===== src/rtl/uart_pkg.sv =====
// Shared UART definitions: frame geometry, FSM encoding, parity helper.
// Used by both the transmitter and the receiver of the link.
package uart_pkg;

  localparam int OVERSAMPLE   = 16;
  localparam int SAMPLE_POINT = 7;
  localparam int DATA_BITS    = 8;

  localparam logic [2:0] IDLE   = 3'd0;
  localparam logic [2:0] START  = 3'd1;
  localparam logic [2:0] DATA   = 3'd2;
  localparam logic [2:0] PARITY = 3'd3;
  localparam logic [2:0] STOP   = 3'd4;

  // Even parity: the parity bit that makes the total count of ones even.
  function automatic logic parity(input logic [DATA_BITS-1:0] d);
    return ^d;
  endfunction

endpackage


===== src/rtl/uart_rx_sync.sv =====
// RX line synchronizer plus one history flop for falling-edge detection.
// Line idles high, so every flop comes out of reset at 1.
module uart_rx_sync #(
  parameter int SYNC_STAGES = 2
) (
  input  logic clk_i,
  input  logic rst_ni,
  input  logic rx_i,
  output logic rx_s,
  output logic fall
);

  logic [SYNC_STAGES-1:0] sync_q;
  logic                   prev_q;

  // Shift the raw line through the chain; remember the last synced value.
  always_ff @(posedge clk_i or negedge rst_ni) begin
    if (!rst_ni) begin
      sync_q <= '1;
      prev_q <= 1'b1;
    end else begin
      sync_q <= {sync_q[SYNC_STAGES-2:0], rx_i};
      prev_q <= sync_q[SYNC_STAGES-1];
    end
  end

  assign rx_s = sync_q[SYNC_STAGES-1];
  assign fall = prev_q & ~rx_s;

endmodule


===== src/rtl/uart_rx.sv =====
// UART receiver: 8 data bits LSB-first, even parity, 1 stop bit,
// 16 clocks per bit, sampled mid-bit; one-cycle strobe per frame.
import uart_pkg::*;

module uart_rx #(
  parameter int SYNC_STAGES = 2
) (
  input  logic                 Clk,
  input  logic                 Rst_n,
  input  logic                 Clear,
  input  logic                 RX,
  output logic [DATA_BITS-1:0] OutData,
  output logic                 DataValid,
  output logic                 ParityErr,
  output logic                 FrameErr,
  output logic                 Busy
);

  localparam logic [3:0] SAMPLE_CNT = 4'(SAMPLE_POINT);
  localparam logic [3:0] BIT_END    = 4'(OVERSAMPLE - 1);
  localparam logic [2:0] LAST_BIT   = 3'(DATA_BITS - 1);

  logic rx_s;
  logic fall;

  uart_rx_sync #(
    .SYNC_STAGES(SYNC_STAGES)
  ) u_sync (
    .clk_i (Clk),
    .rst_ni(Rst_n),
    .rx_i  (RX),
    .rx_s  (rx_s),
    .fall  (fall)
  );

  logic [2:0]           state_q, state_d;
  logic [3:0]           bit_cnt_q, bit_cnt_d;
  logic [2:0]           data_cnt_q, data_cnt_d;
  logic [DATA_BITS-1:0] shift_q, shift_d;
  logic                 par_q, par_d;
  logic [DATA_BITS-1:0] out_q, out_d;
  logic                 dv_q, dv_d;
  logic                 perr_q, perr_d;
  logic                 ferr_q, ferr_d;

  logic sample;
  logic bit_end;

  assign sample  = (bit_cnt_q == SAMPLE_CNT);
  assign bit_end = (bit_cnt_q == BIT_END);

  // Frame FSM, counters and output register next-state.
  always_comb begin
    state_d    = state_q;
    bit_cnt_d  = bit_cnt_q + 4'd1;
    data_cnt_d = data_cnt_q;
    shift_d    = shift_q;
    par_d      = par_q;
    out_d      = out_q;
    dv_d       = 1'b0;
    perr_d     = perr_q;
    ferr_d     = ferr_q;

    unique case (state_q)
      IDLE: begin
        bit_cnt_d  = 4'd0;
        data_cnt_d = 3'd0;
        if (fall) state_d = START;
      end
      START: begin
        if (sample && rx_s) state_d = IDLE;
        else if (bit_end)   state_d = DATA;
      end
      DATA: begin
        if (sample) shift_d[data_cnt_q] = rx_s;
        if (bit_end) begin
          data_cnt_d = data_cnt_q + 3'd1;
          if (data_cnt_q == LAST_BIT) state_d = PARITY;
        end
      end
      PARITY: begin
        if (sample)  par_d   = rx_s;
        if (bit_end) state_d = STOP;
      end
      STOP: begin
        // Leave mid stop bit so a back-to-back start edge is not missed.
        if (sample) begin
          state_d = IDLE;
          out_d   = shift_q;
          perr_d  = par_q ^ parity(shift_q);
          ferr_d  = ~rx_s;
          dv_d    = 1'b1;
        end
      end
      default: begin
        state_d = IDLE;
      end
    endcase

    if (Clear) begin
      state_d    = IDLE;
      bit_cnt_d  = 4'd0;
      data_cnt_d = 3'd0;
      shift_d    = '0;
      par_d      = 1'b0;
      out_d      = '0;
      dv_d       = 1'b0;
      perr_d     = 1'b0;
      ferr_d     = 1'b0;
    end
  end

  // State and output registers.
  always_ff @(posedge Clk or negedge Rst_n) begin
    if (!Rst_n) begin
      state_q    <= IDLE;
      bit_cnt_q  <= 4'd0;
      data_cnt_q <= 3'd0;
      shift_q    <= '0;
      par_q      <= 1'b0;
      out_q      <= '0;
      dv_q       <= 1'b0;
      perr_q     <= 1'b0;
      ferr_q     <= 1'b0;
    end else begin
      state_q    <= state_d;
      bit_cnt_q  <= bit_cnt_d;
      data_cnt_q <= data_cnt_d;
      shift_q    <= shift_d;
      par_q      <= par_d;
      out_q      <= out_d;
      dv_q       <= dv_d;
      perr_q     <= perr_d;
      ferr_q     <= ferr_d;
    end
  end

  assign OutData   = out_q;
  assign DataValid = dv_q;
  assign ParityErr = perr_q;
  assign FrameErr  = ferr_q;
  assign Busy      = (state_q != IDLE);

endmodule


===== config.mk =====
export PLATFORM = sky130hd
export DESIGN_NAME = uart_rx
export DESIGN_NICKNAME = d
export VERILOG_FILES = /design/src/rtl/uart_pkg.sv /design/src/rtl/uart_rx_sync.sv /design/src/rtl/uart_rx.sv
export SDC_FILE = /design/constraint.sdc
export NUM_CORES = 1
export LEC_CHECK = 0
export ABC_AREA = 1
export ABC_CLOCK_PERIOD_IN_PS = 1450
export CORE_ASPECT_RATIO = 0.7
export CORE_MARGIN = 1
export CORE_UTILIZATION = 45
export DETAILED_ROUTE_END_ITERATION = 8
export GPL_TIMING_DRIVEN = 0
export HOLD_SLACK_MARGIN = 0.06
export PLACE_DENSITY = 0.71
export SYNTH_ARGS = -nofsm -noshare
export SYNTH_HDL_FRONTEND = slang
export SYNTH_SLANG_ARGS = --single-unit

===== constraint.sdc =====
create_clock -name Clk -period 1.45 [get_ports Clk]
set_input_delay 0.29 -clock Clk [delete_from_list [all_inputs] [get_ports Clk]]
set_output_delay 0.29 -clock Clk [all_outputs]
set_load 0.01 [all_outputs]

* Word-level counts from Yosys, hierarchy flattened
Cells that the tools add are included.
** Cells by class
- Add/subtract/negate cells :: 2
- $lt $le $gt $ge :: 2
- Eq/ne operators :: 13
- Multiplexer cells :: 35
- Bitwise logic cells :: 3
- Reductions and logical operators :: 15
** Operator list (number)
- 8-bit 2-to-1 mux :: 6
- 3-bit 2-to-1 mux :: 10
- 3-bit != test (second input constant) :: 5
- 3-bit case mux with 5 select lines :: 1
- 1-bit 2-to-1 mux :: 13
- 8-bit bitwise mux :: 1
- 4-bit 2-to-1 mux :: 2
- 2-bit AND reduction :: 4
- 2-bit nonzero test :: 4
- 8-bit parity :: 1
- 3-bit by 2-bit == test with 1-bit output (second input constant) :: 2
- 3-bit == test (second input constant) :: 2
- 3-bit case mux with 2 select lines :: 1
- 6-bit AND reduction :: 1
- 3-bit nonzero test :: 2
- 4-bit by 1-bit adder with 4-bit output (second input constant) :: 1
- 4-bit by 3-bit == test with 1-bit output (second input constant) :: 1
- 4-bit == test (second input constant) :: 1
- 3-bit by 4-bit < comparator with 1-bit output (second input constant) :: 1
- 4-bit != test (second input constant) :: 1
- 3-bit by 1-bit adder with 3-bit output (second input constant) :: 1
- 1-bit demux with 3-bit select :: 1
- 3-bit by 1-bit == test with 1-bit output (second input constant) :: 1
- 3-bit by 1-bit >= comparator with 1-bit output (second input constant) :: 1
- other kinds (5) :: 6
** Storage, ports and cells
- Register bits :: 33
- Bits of input ports :: 4
- Output and inout port bits :: 12
- Logic and storage cells :: 81

* Longest topological paths before layout
Gate-level depths: netlist of the first run.
- Depth after elaboration :: 8
- Gate-level depth with buffers :: 11
- Gate-level depth less buffers :: 11

* By module
A second synthesis of the first run with hierarchy kept.
** Unflattened totals
- Cell total of the unflattened synthesis :: 207
- Area, all modules :: 1670.4 um^2
** Modules (own cells, without submodules)
- uart_rx :: instances 1, cells an instance 202, area an instance 1581.5 um^2, sequential area each 750.7 um^2
- uart_rx_sync :: instances 1, cells an instance 5, area an instance 88.8 um^2, sequential area each 78.8 um^2

* Worst setup path after synthesis of the first run
OpenSTA, ideal clock, no wires.
- Path kind :: register to register
- Start :: register bit_cnt_q[0]
- End :: register state_q[1]
- Library setup time :: 0.120 ns
- Data arrival time :: 1.192 ns
- Data required time :: 1.330 ns
- Setup slack :: 0.138 ns
- Stages on the path, launching flop included :: 12
- Period minus slack after synthesis :: 1.312 ns
- Cell sequence :: dfrtp_1 -> ha_1 -> nand2_2 -> inv_2 -> nand2_1 -> nand2_4 -> inv_2 -> nand2_2 -> inv_2 -> nor2_2 -> nand2_1 -> nand2_1
** On the way
- Longest elaborated chain between the ends :: 5
- Elaborated cells on any way between the ends :: 11
** RTL lines
- start: declaration :: RTL line uart_rx.sv:37 : logic [3:0] bit_cnt_q, bit_cnt_d;
- start signal: assignment :: RTL line uart_rx.sv:127 : bit_cnt_q <= bit_cnt_d;
- 4-bit by 3-bit == test with 1-bit output :: RTL line uart_rx.sv:49 : assign sample = (bit_cnt_q == SAMPLE_CNT);
- 1-bit logical AND :: RTL line uart_rx.sv:71 : if (sample && rx_s) state_d = IDLE;
- 3-bit 2-to-1 mux :: RTL line uart_rx.sv:71
- 3-bit case mux with 5 select lines :: RTL line uart_rx.sv:64 : unique case (state_q)
- 3-bit 2-to-1 mux :: RTL line uart_rx.sv:100 : if (Clear) begin
- end signal: assignment :: RTL line uart_rx.sv:126 : state_q <= state_d;
- end: declaration :: RTL line uart_rx.sv:36 : logic [2:0] state_q, state_d;
Several ways; a longest one is shown, not always the timed one.
A chain may end at the register's enable or synchronous reset.

* Worst setup path in the final report of the first run
- Start :: register state_q[1]
- End :: register state_q[1]
** On the way
- Longest elaborated chain between the ends :: 3
- Elaborated cells on any way between the ends :: 14
** RTL lines (RTL line)
- 3-bit by 1-bit == test with 1-bit output, or another cell as far along :: uart_rx.sv:64
- 4-bit != test (no source line), or another cell as far along
- 6-bit AND reduction (no source line) / 3-bit 2-to-1 mux (equally long branches)
Several ways; a longest one is shown, not always the timed one.

==> impl_metrics.xml, run 1 <==
<?xml version="1.0" encoding="UTF-8"?>
<metrics>
  <group name="place">
    <metric name="place_inst" unit="">268</metric>
    <metric name="post_dp_cell_area" unit="mm2">0.00188</metric>
    <metric name="dpl.hpwl" unit="mm">2.43</metric>
    <metric name="globalplace.congestion" unit="">0.831</metric>
    <metric name="port_buf_inserts" unit="">15</metric>
  </group>
  <group name="timing">
    <metric name="period_share" unit="%">97.8</metric>
    <metric name="setup-violations-final" unit="">0</metric>
    <metric name="finalHoldViolations" unit="">0</metric>
    <metric name="tightestPinTransition" unit="ns">0.711</metric>
    <metric name="skew" unit="ns">0.00718</metric>
    <metric name="setup_repair_after_global_routing_missed_its_margin" unit="">true</metric>
    <metric name="fin_hold_ws" unit="ns">0.0525</metric>
    <metric name="setup-tns-final" unit="ns">0</metric>
    <metric name="slew_viol_final" unit="">0</metric>
    <metric name="timing.slew.headroom" unit="%">52.6</metric>
    <metric name="final_period_minus_worst_setup_slack" unit="ns">1.42</metric>
    <metric name="achievable-frequency" unit="MHz">705</metric>
  </group>
  <group name="setup_path">
    <metric name="worst_path_max_delay_cell" unit="">dfrtp_1</metric>
    <metric name="worst_r2r_startpoint" unit="">state_q[1]$_DFFE_PN0P_</metric>
    <metric name="critical_path.most_common_cell" unit="">buf_4</metric>
    <metric name="timing.critical_path.slowest_cell_delay" unit="ns">0.38</metric>
    <metric name="reg2reg_depth" unit="">10</metric>
    <metric name="cp_max_fo" unit="">3</metric>
    <metric name="worst_ep_arrival_time" unit="ns">1.59</metric>
    <metric name="critical_path.endpoint_type" unit="">flip-flop</metric>
    <metric name="crit_chain" unit="">inv_2 &gt; nand2_2 &gt; nor2_2 &gt; buf_4 &gt; buf_4 &gt; buf_4 &gt; nand2_1 &gt; nand3_2 &gt; o21ai_2 &gt; nand2_1</metric>
    <metric name="critPathTopFamily" unit="">buffers and inverters</metric>
    <metric name="path_buf_inv" unit="">4</metric>
    <metric name="worst_r2r_endpoint" unit="">state_q[1]$_DFFE_PN0P_</metric>
    <metric name="timing.setup.critical_path_class" unit="">reg2reg</metric>
    <metric name="startpoint_type" unit="">flip-flop</metric>
    <metric name="reg2reg_setup_slack" unit="ns">0.03</metric>
    <metric name="worst_ep_required_time" unit="ns">1.62</metric>
  </group>
  <group name="logic_synthesis">
    <metric name="netlist_instances" unit="">203</metric>
    <metric name="total_of_warnings_raised_by_yosys" unit="">0</metric>
    <metric name="synth.yosys.seq_area_share" unit="%">49.5</metric>
    <metric name="synth_async_sr_flop_share" unit="%">100</metric>
    <metric name="postSynthNetCount" unit="">210</metric>
    <metric name="synth-seq-cells" unit="">33</metric>
    <metric name="syn-mean-instance-area" unit="um2">8.25</metric>
    <metric name="synth_top_area_share" unit="%">44.8</metric>
    <metric name="synthDistinctLibCells" unit="">25</metric>
    <metric name="synth.top_cells.by_area" unit="">dfrtp_1 45%, nand2_1 9.6%, inv_1 6.9%</metric>
    <metric name="synth_flop_cell" unit="">dfrtp_1</metric>
    <metric name="synth_top_area_cell" unit="">dfrtp_1</metric>
    <metric name="synth_edf_count" unit="">0</metric>
    <metric name="synth_area" unit="mm2">0.00168</metric>
  </group>
  <group name="finish">
    <metric name="area_growth" unit="%">23.5</metric>
    <metric name="drive_gt1_share" unit="%">22.3</metric>
    <metric name="final_instance_count_without_filler_cells" unit="">283</metric>
    <metric name="number_of_antenna_cells_inserted" unit="">0</metric>
    <metric name="postLayoutCellArea" unit="mm2">0.00207</metric>
    <metric name="fin_nets" unit="">239</metric>
  </group>
  <group name="global_routing">
    <metric name="pin_count_of_the_biggest_net_entering_global_routing" unit="">34</metric>
    <metric name="grt-ovfl-total" unit="">0</metric>
    <metric name="grt_first_pass_wirelength" unit="mm">6.01</metric>
    <metric name="gr-usage-all-layers" unit="%">21.0</metric>
    <metric name="grt_antenna_before_repair" unit="">0</metric>
    <metric name="via_count_of_the_first_global_routing_pass" unit="">1345</metric>
  </group>
  <group name="pwr">
    <metric name="p_per_area" unit="mW/mm2">1160</metric>
    <metric name="leakage" unit="nW">1.09</metric>
    <metric name="ir_worst_vdd" unit="uV">725</metric>
    <metric name="report.power.total" unit="mW">2.40</metric>
  </group>
  <group name="routing">
    <metric name="drt-vias-per-instance" unit="">4.92</metric>
    <metric name="detail_route.wl_per_cell" unit="um">12.1</metric>
    <metric name="drc" unit="">0</metric>
    <metric name="drt-total-wl" unit="mm">3.43</metric>
    <metric name="detailedRoute.firstPassIterationCount" unit="">4</metric>
    <metric name="drt_iter0_markers" unit="">52</metric>
    <metric name="antenna_left" unit="">0</metric>
    <metric name="vias" unit="">1393</metric>
  </group>
  <group name="clocking">
    <metric name="path_clk_slew" unit="ns">0.07</metric>
    <metric name="cts_hold_repair.buffers" unit="">0</metric>
    <metric name="cts_max_level" unit="">2</metric>
    <metric name="cts_made_buffers" unit="">5</metric>
    <metric name="tritoncts_clock_tree" unit="">done</metric>
    <metric name="clk-insertion-delay-late" unit="ns">0.28</metric>
    <metric name="cts_buffer_depth" unit="">2</metric>
    <metric name="cts.root.buffer_cell" unit="">clkbuf_8</metric>
    <metric name="cts.sink_count" unit="">33</metric>
  </group>
  <group name="floorplanning">
    <metric name="placementRows" unit="">18</metric>
    <metric name="io-pin-count" unit="">16</metric>
    <metric name="die-area" unit="mm2">0.00398</metric>
    <metric name="initial_core_util" unit="%">47.4</metric>
    <metric name="die_height" unit="um">53.1</metric>
    <metric name="floorplan.core_area" unit="mm2">0.00354</metric>
    <metric name="floorplan.die.width" unit="um">74.9</metric>
  </group>
  <group name="flow_run">
    <metric name="drv.max_cap_violation_count" unit="">0</metric>
  </group>
  <group name="worst_hold_path">
    <metric name="hold_class" unit="">in2async</metric>
  </group>
  <group name="run_status">
    <metric name="outcome" unit="">finished clean</metric>
  </group>
</metrics>
## state kept, by name, summed over array words and instances, names as in the netlist, 2 cells and up
name,flops
OutData,8
shift_q,8
data_cnt_q,3
state_q,3
bit_cnt_q,4
u_sync.sync_q,2
## routing by layer
metal	track usage (%)	vias to the layer above	wire, um
met5	0	-	0
met4	9.43	0	58
met3	6.48	7	161
met2	31.2	27	1510
met1	28.0	653	1690
li1	-	706	-
## worst max path at each step
stage                                   endpoint  cells after the start  slack [ns]                       from
after floorplan           state_q[1]$_DFFE_PN0P_                     11        0.14     bit_cnt_q[0]$_DFF_PN0_
after global placement    shift_q[1]$_DFFE_PN0P_                      1       -0.55                      Rst_n
after detailed placement  shift_q[6]$_DFFE_PN0P_                      6       -0.27                      Clear
after CTS                              DataValid                      1        0.01        DataValid$_DFF_PN0_
after global routing      state_q[1]$_DFFE_PN0P_                      7       -0.08  data_cnt_q[0]$_DFFE_PN0P_
final                     state_q[1]$_DFFE_PN0P_                     10        0.03     state_q[1]$_DFFE_PN0P_
## placed cells by master (no fill, tap or decap), types with 2 or more instances in the layout
cell | netlist | routed
nor2_4 | 2 | 3
dfrtp_1 | 30 | 30
nor3_1 | 10 | 10
nand3_2 | 4 | 4
buf_4 | 1 | 8
inv_2 | 5 | 6
ha_1 | 3 | 2
dlygate4sd2_1 | 0 | 10
o22ai_1 | 8 | 8
o21ai_2 | 2 | 3
nand2_1 | 43 | 39
clkbuf_8 | 0 | 7
o21ai_0 | 15 | 12
nand2_4 | 1 | 3
dfstp_2 | 3 | 3
inv_1 | 31 | 30
o21ai_1 | 2 | 4
a21oi_1 | 9 | 9
dlymetal6s2s_1 | 0 | 2
buf_2 | 0 | 2
nand3_1 | 12 | 12
nor2_1 | 11 | 10
nand2_2 | 5 | 7
## cell families after synthesis
family / after synthesis / share of synthesized area [%]
buffers and inverters: 39 / 9.56
AOI/OAI and AO/OA: 37 / 12.3
DFF: 33 / 49.5
adders and majority gates: 3 / 2.24
xor gates and xnor gates: 2 / 1.05
and+or+nand+nor: 89 / 25.3
## cell usage after synthesis, types with 3 or more instances
master / n
inv_1: 31
nand3_1: 12
nor2_1: 11
nand2_2: 5
o21ai_0: 15
nand3_2: 4
ha_1: 3
dfstp_2: 3
inv_2: 5
dfrtp_1: 30
nor3_1: 10
o22ai_1: 8
nand2_1: 43
a21oi_1: 9
## metrics by stage
step           utilization, %  setup slack [ns]
3_3_place_gp             53.4            -0.547
5_1_grt                  58.5           -0.0823
6_report                 58.5            0.0320
4_1_cts                  56.8            0.0105
3_5_place_dp             53.3            -0.273
2_1_floorplan               -             0.138
## repair_timing
action                     4_1_cts  5_1_grt
setup endpoints to repair       11       23
resized for setup               15       16
pin swaps                        1        9
buffers inserted                 5        2
## final cells by class
class	count	area [um2]
Fill cell	328	1470
Sequential cell	33	830
Multi-Input combinational cell	131	729
Timing Repair Buffer	22	185
Inverter	37	141
Clock buffer	7	96.3
Tap cell	50	62.6
Buffer	2	18.8
Clock inverter	1	5.00
## power by group
part,total [mW],switching [mW],internal [mW]
sequential,1.03,0.0546,0.979
combinational,0.614,0.351,0.264
clock,0.753,0.324,0.429
total,2.40,0.730,1.67
(Power assumes the default switching activity.)
==> run 2, diff against run 1 <==
CTS_CLUSTER_SIZE = 12   (was unset)
==> results of run 2 <==
Final layout, timing and power as in run 1 (identical DEF).
==> run 3, diff against run 2 <==
PLACE_DENSITY = 0.72   (was 0.71)
==> impl_metrics.xml, run 3 (synthesis gave the netlist of run 1 again) <==
<?xml version="1.0" encoding="UTF-8"?>
<metrics>
  <group name="worst_hold_path">
    <metric name="hold_class" unit="">in2async</metric>
  </group>
  <group name="pwr">
    <metric name="leakage" unit="nW">1.11</metric>
    <metric name="power.combinational.fraction" unit="%">27.4</metric>
    <metric name="clock_power_share" unit="%">30.5</metric>
    <metric name="switchingPower" unit="mW">0.760</metric>
    <metric name="p_seq_share" unit="%">42.1</metric>
    <metric name="p_per_area" unit="mW/mm2">1160</metric>
    <metric name="report.power.total" unit="mW">2.47</metric>
    <metric name="cell_internal_pwr" unit="mW">1.71</metric>
    <metric name="net_sw_share" unit="%">30.8</metric>
    <metric name="ir_worst_vdd" unit="uV">633</metric>
  </group>
  <group name="floorplanning">
    <metric name="die_height" unit="um">53.1</metric>
    <metric name="placementRows" unit="">18</metric>
    <metric name="floorplan.core_area" unit="mm2">0.00354</metric>
    <metric name="die-area" unit="mm2">0.00398</metric>
    <metric name="floorplan.die.width" unit="um">74.9</metric>
    <metric name="initial_core_util" unit="%">47.4</metric>
    <metric name="io-pin-count" unit="">16</metric>
  </group>
  <group name="place">
    <metric name="post_dp_cell_area" unit="mm2">0.00188</metric>
    <metric name="dpl.hpwl" unit="mm">2.36</metric>
    <metric name="place_inst" unit="">268</metric>
    <metric name="port_buf_inserts" unit="">15</metric>
    <metric name="globalplace.congestion" unit="">0.828</metric>
  </group>
  <group name="finish">
    <metric name="number_of_antenna_cells_inserted" unit="">0</metric>
    <metric name="postLayoutCellArea" unit="mm2">0.00212</metric>
    <metric name="final_instance_count_without_filler_cells" unit="">287</metric>
    <metric name="area_growth" unit="%">26.7</metric>
    <metric name="drive_gt1_share" unit="%">24.1</metric>
    <metric name="fin_nets" unit="">243</metric>
    <metric name="layout.cells.most_common" unit="">nand2_1</metric>
    <metric name="post-route-util" unit="%">60.0</metric>
    <metric name="most-common-layout-cells" unit="">39 x nand2_1, 30 x dfrtp_1, 30 x inv_1, 13 x o21ai_0</metric>
  </group>
  <group name="timing">
    <metric name="achievable-frequency" unit="MHz">708</metric>
    <metric name="slew_viol_final" unit="">0</metric>
    <metric name="timing.slew.headroom" unit="%">52.3</metric>
    <metric name="final_period_minus_worst_setup_slack" unit="ns">1.41</metric>
    <metric name="finalHoldViolations" unit="">0</metric>
    <metric name="setup-tns-final" unit="ns">0</metric>
    <metric name="setup-violations-final" unit="">0</metric>
    <metric name="skew" unit="ns">0.00511</metric>
    <metric name="tightestPinTransition" unit="ns">0.715</metric>
    <metric name="setup_repair_after_global_routing_missed_its_margin" unit="">true</metric>
    <metric name="period_share" unit="%">97.4</metric>
  </group>
  <group name="setup_path">
    <metric name="critical_path.endpoint_type" unit="">output pin</metric>
    <metric name="timing.critical_path.slowest_cell_delay" unit="ns">0.41</metric>
    <metric name="worst_ep_arrival_time" unit="ns">1.12</metric>
    <metric name="cp_max_fo" unit="">2</metric>
    <metric name="worst_path_max_delay_cell" unit="">dfrtp_1</metric>
    <metric name="path_buf_inv" unit="">3</metric>
    <metric name="crit_chain" unit="">inv_2 &gt; nand2_2 &gt; nor2_2 &gt; inv_1 &gt; buf_2</metric>
    <metric name="critPathTopFamily" unit="">flip-flops</metric>
    <metric name="timing.setup.critical_path_class" unit="">reg2out</metric>
    <metric name="startpoint_type" unit="">flip-flop</metric>
    <metric name="worst_ep_required_time" unit="ns">1.16</metric>
  </group>
  <group name="clocking">
    <metric name="clk-insertion-delay-late" unit="ns">0.29</metric>
    <metric name="cts_max_level" unit="">2</metric>
    <metric name="cts_hold_repair.buffers" unit="">0</metric>
    <metric name="path_clk_slew" unit="ns">0.06</metric>
    <metric name="cts.root.buffer_cell" unit="">clkbuf_8</metric>
    <metric name="cts_buffer_depth" unit="">2</metric>
    <metric name="tritoncts_clock_tree" unit="">done</metric>
    <metric name="cts.sink_count" unit="">33</metric>
    <metric name="cts_made_buffers" unit="">5</metric>
  </group>
  <group name="global_routing">
    <metric name="pin_count_of_the_biggest_net_entering_global_routing" unit="">34</metric>
    <metric name="grt_antenna_before_repair" unit="">0</metric>
    <metric name="gr-usage-all-layers" unit="%">20.5</metric>
    <metric name="via_count_of_the_first_global_routing_pass" unit="">1291</metric>
    <metric name="grt_first_pass_wirelength" unit="mm">5.80</metric>
    <metric name="grt-ovfl-total" unit="">0</metric>
  </group>
  <group name="run_status">
    <metric name="outcome" unit="">finished clean</metric>
  </group>
  <group name="routing">
    <metric name="detail_route.wl_per_cell" unit="um">12.3</metric>
    <metric name="drc" unit="">0</metric>
    <metric name="vias" unit="">1396</metric>
    <metric name="antenna_left" unit="">0</metric>
    <metric name="drt_iter0_markers" unit="">51</metric>
    <metric name="detailedRoute.firstPassIterationCount" unit="">4</metric>
    <metric name="drt-total-wl" unit="mm">3.52</metric>
    <metric name="drt-vias-per-instance" unit="">4.86</metric>
  </group>
  <group name="flow_run">
    <metric name="drv.max_cap_violation_count" unit="">0</metric>
  </group>
</metrics>
[run 3: cell types whose count changed in the layout (fill, tap and decap cells not counted), sizes merged]
cell,change
buf,+4
[run 3: routing by layer]
layer / global-route usage (%) / wire [um] / up-vias
li1: - / - / 719
met1: 28.3 / 1770 / 645
met2: 29.9 / 1520 / 25
met3: 5.90 / 165 / 7
met4: 8.81 / 56 / 0
met5: 0 / 0 / -
[run 3: layout make-up]
cell class                 count  area, um2
sequential                    33        830
tap                           50       62.6
inverter                      37        144
timing repair buffer          26        215
fill                         339       1410
clock buffer                   7       96.3
multi-input combinational    131        751
clock inverter                 1       5.00
buffer                         2       18.8
[run 3: worst paths after layout]
check	end	cells after the start	slack [ns]	from
max	Busy	5	0.04	state_q[1]$_DFFE_PN0P_
min	state_q[0]$_DFFE_PN0P_	1	0.05	Rst_n
max reg2reg	data_cnt_q[0]$_DFFE_PN0P_	9	0.05	state_q[1]$_DFFE_PN0P_
min reg2reg	u_sync.sync_q[1]$_DFF_PN1_	0	0.36	u_sync.sync_q[0]$_DFF_PN1_
max in group asynchronous	state_q[1]$_DFFE_PN0P_	1	0.94	Rst_n
min in group Clk	u_sync.sync_q[1]$_DFF_PN1_	0	0.36	u_sync.sync_q[0]$_DFF_PN1_
[run 3: power by group through the flow]
stage,Combinational [mW],Sequential [mW],Clock (mW)
after floorplan,0.316,1.03,0
after CTS,0.543,1.02,0.781
after detailed placement,0.440,1.04,0
final,0.677,1.04,0.754
after global placement,0.431,1.04,0
after global routing,0.763,1.05,0.816
[run 3: through the flow]
| stage | setup WS [ns] | hold slack (ns) |
|---|---|---|
| after floorplan | 0.138 | -0.00559 |
| after global placement | -0.545 | 0.346 |
| after detailed placement | -0.261 | 0.354 |
| after CTS | 0.0116 | 0.0747 |
| after global routing | -0.0655 | 0.106 |
| final | 0.0378 | 0.0519 |
[run 3: worst reg2reg max path, delay by kind of cell (launching register included)]
family / cells / cell delay, ns
buf+inv: 4 / 0.43
flops: 1 / 0.39
compound gates: 2 / 0.26
simple gates: 3 / 0.23
[run 3: what timing repair did]
| action | CTS | global route |
|---|---|---|
| setup endpoints to repair | 11 | 23 |
| buffers inserted | 5 | 7 |
| pin swaps | 1 | 7 |
| gates resized for setup | 15 | 19 |
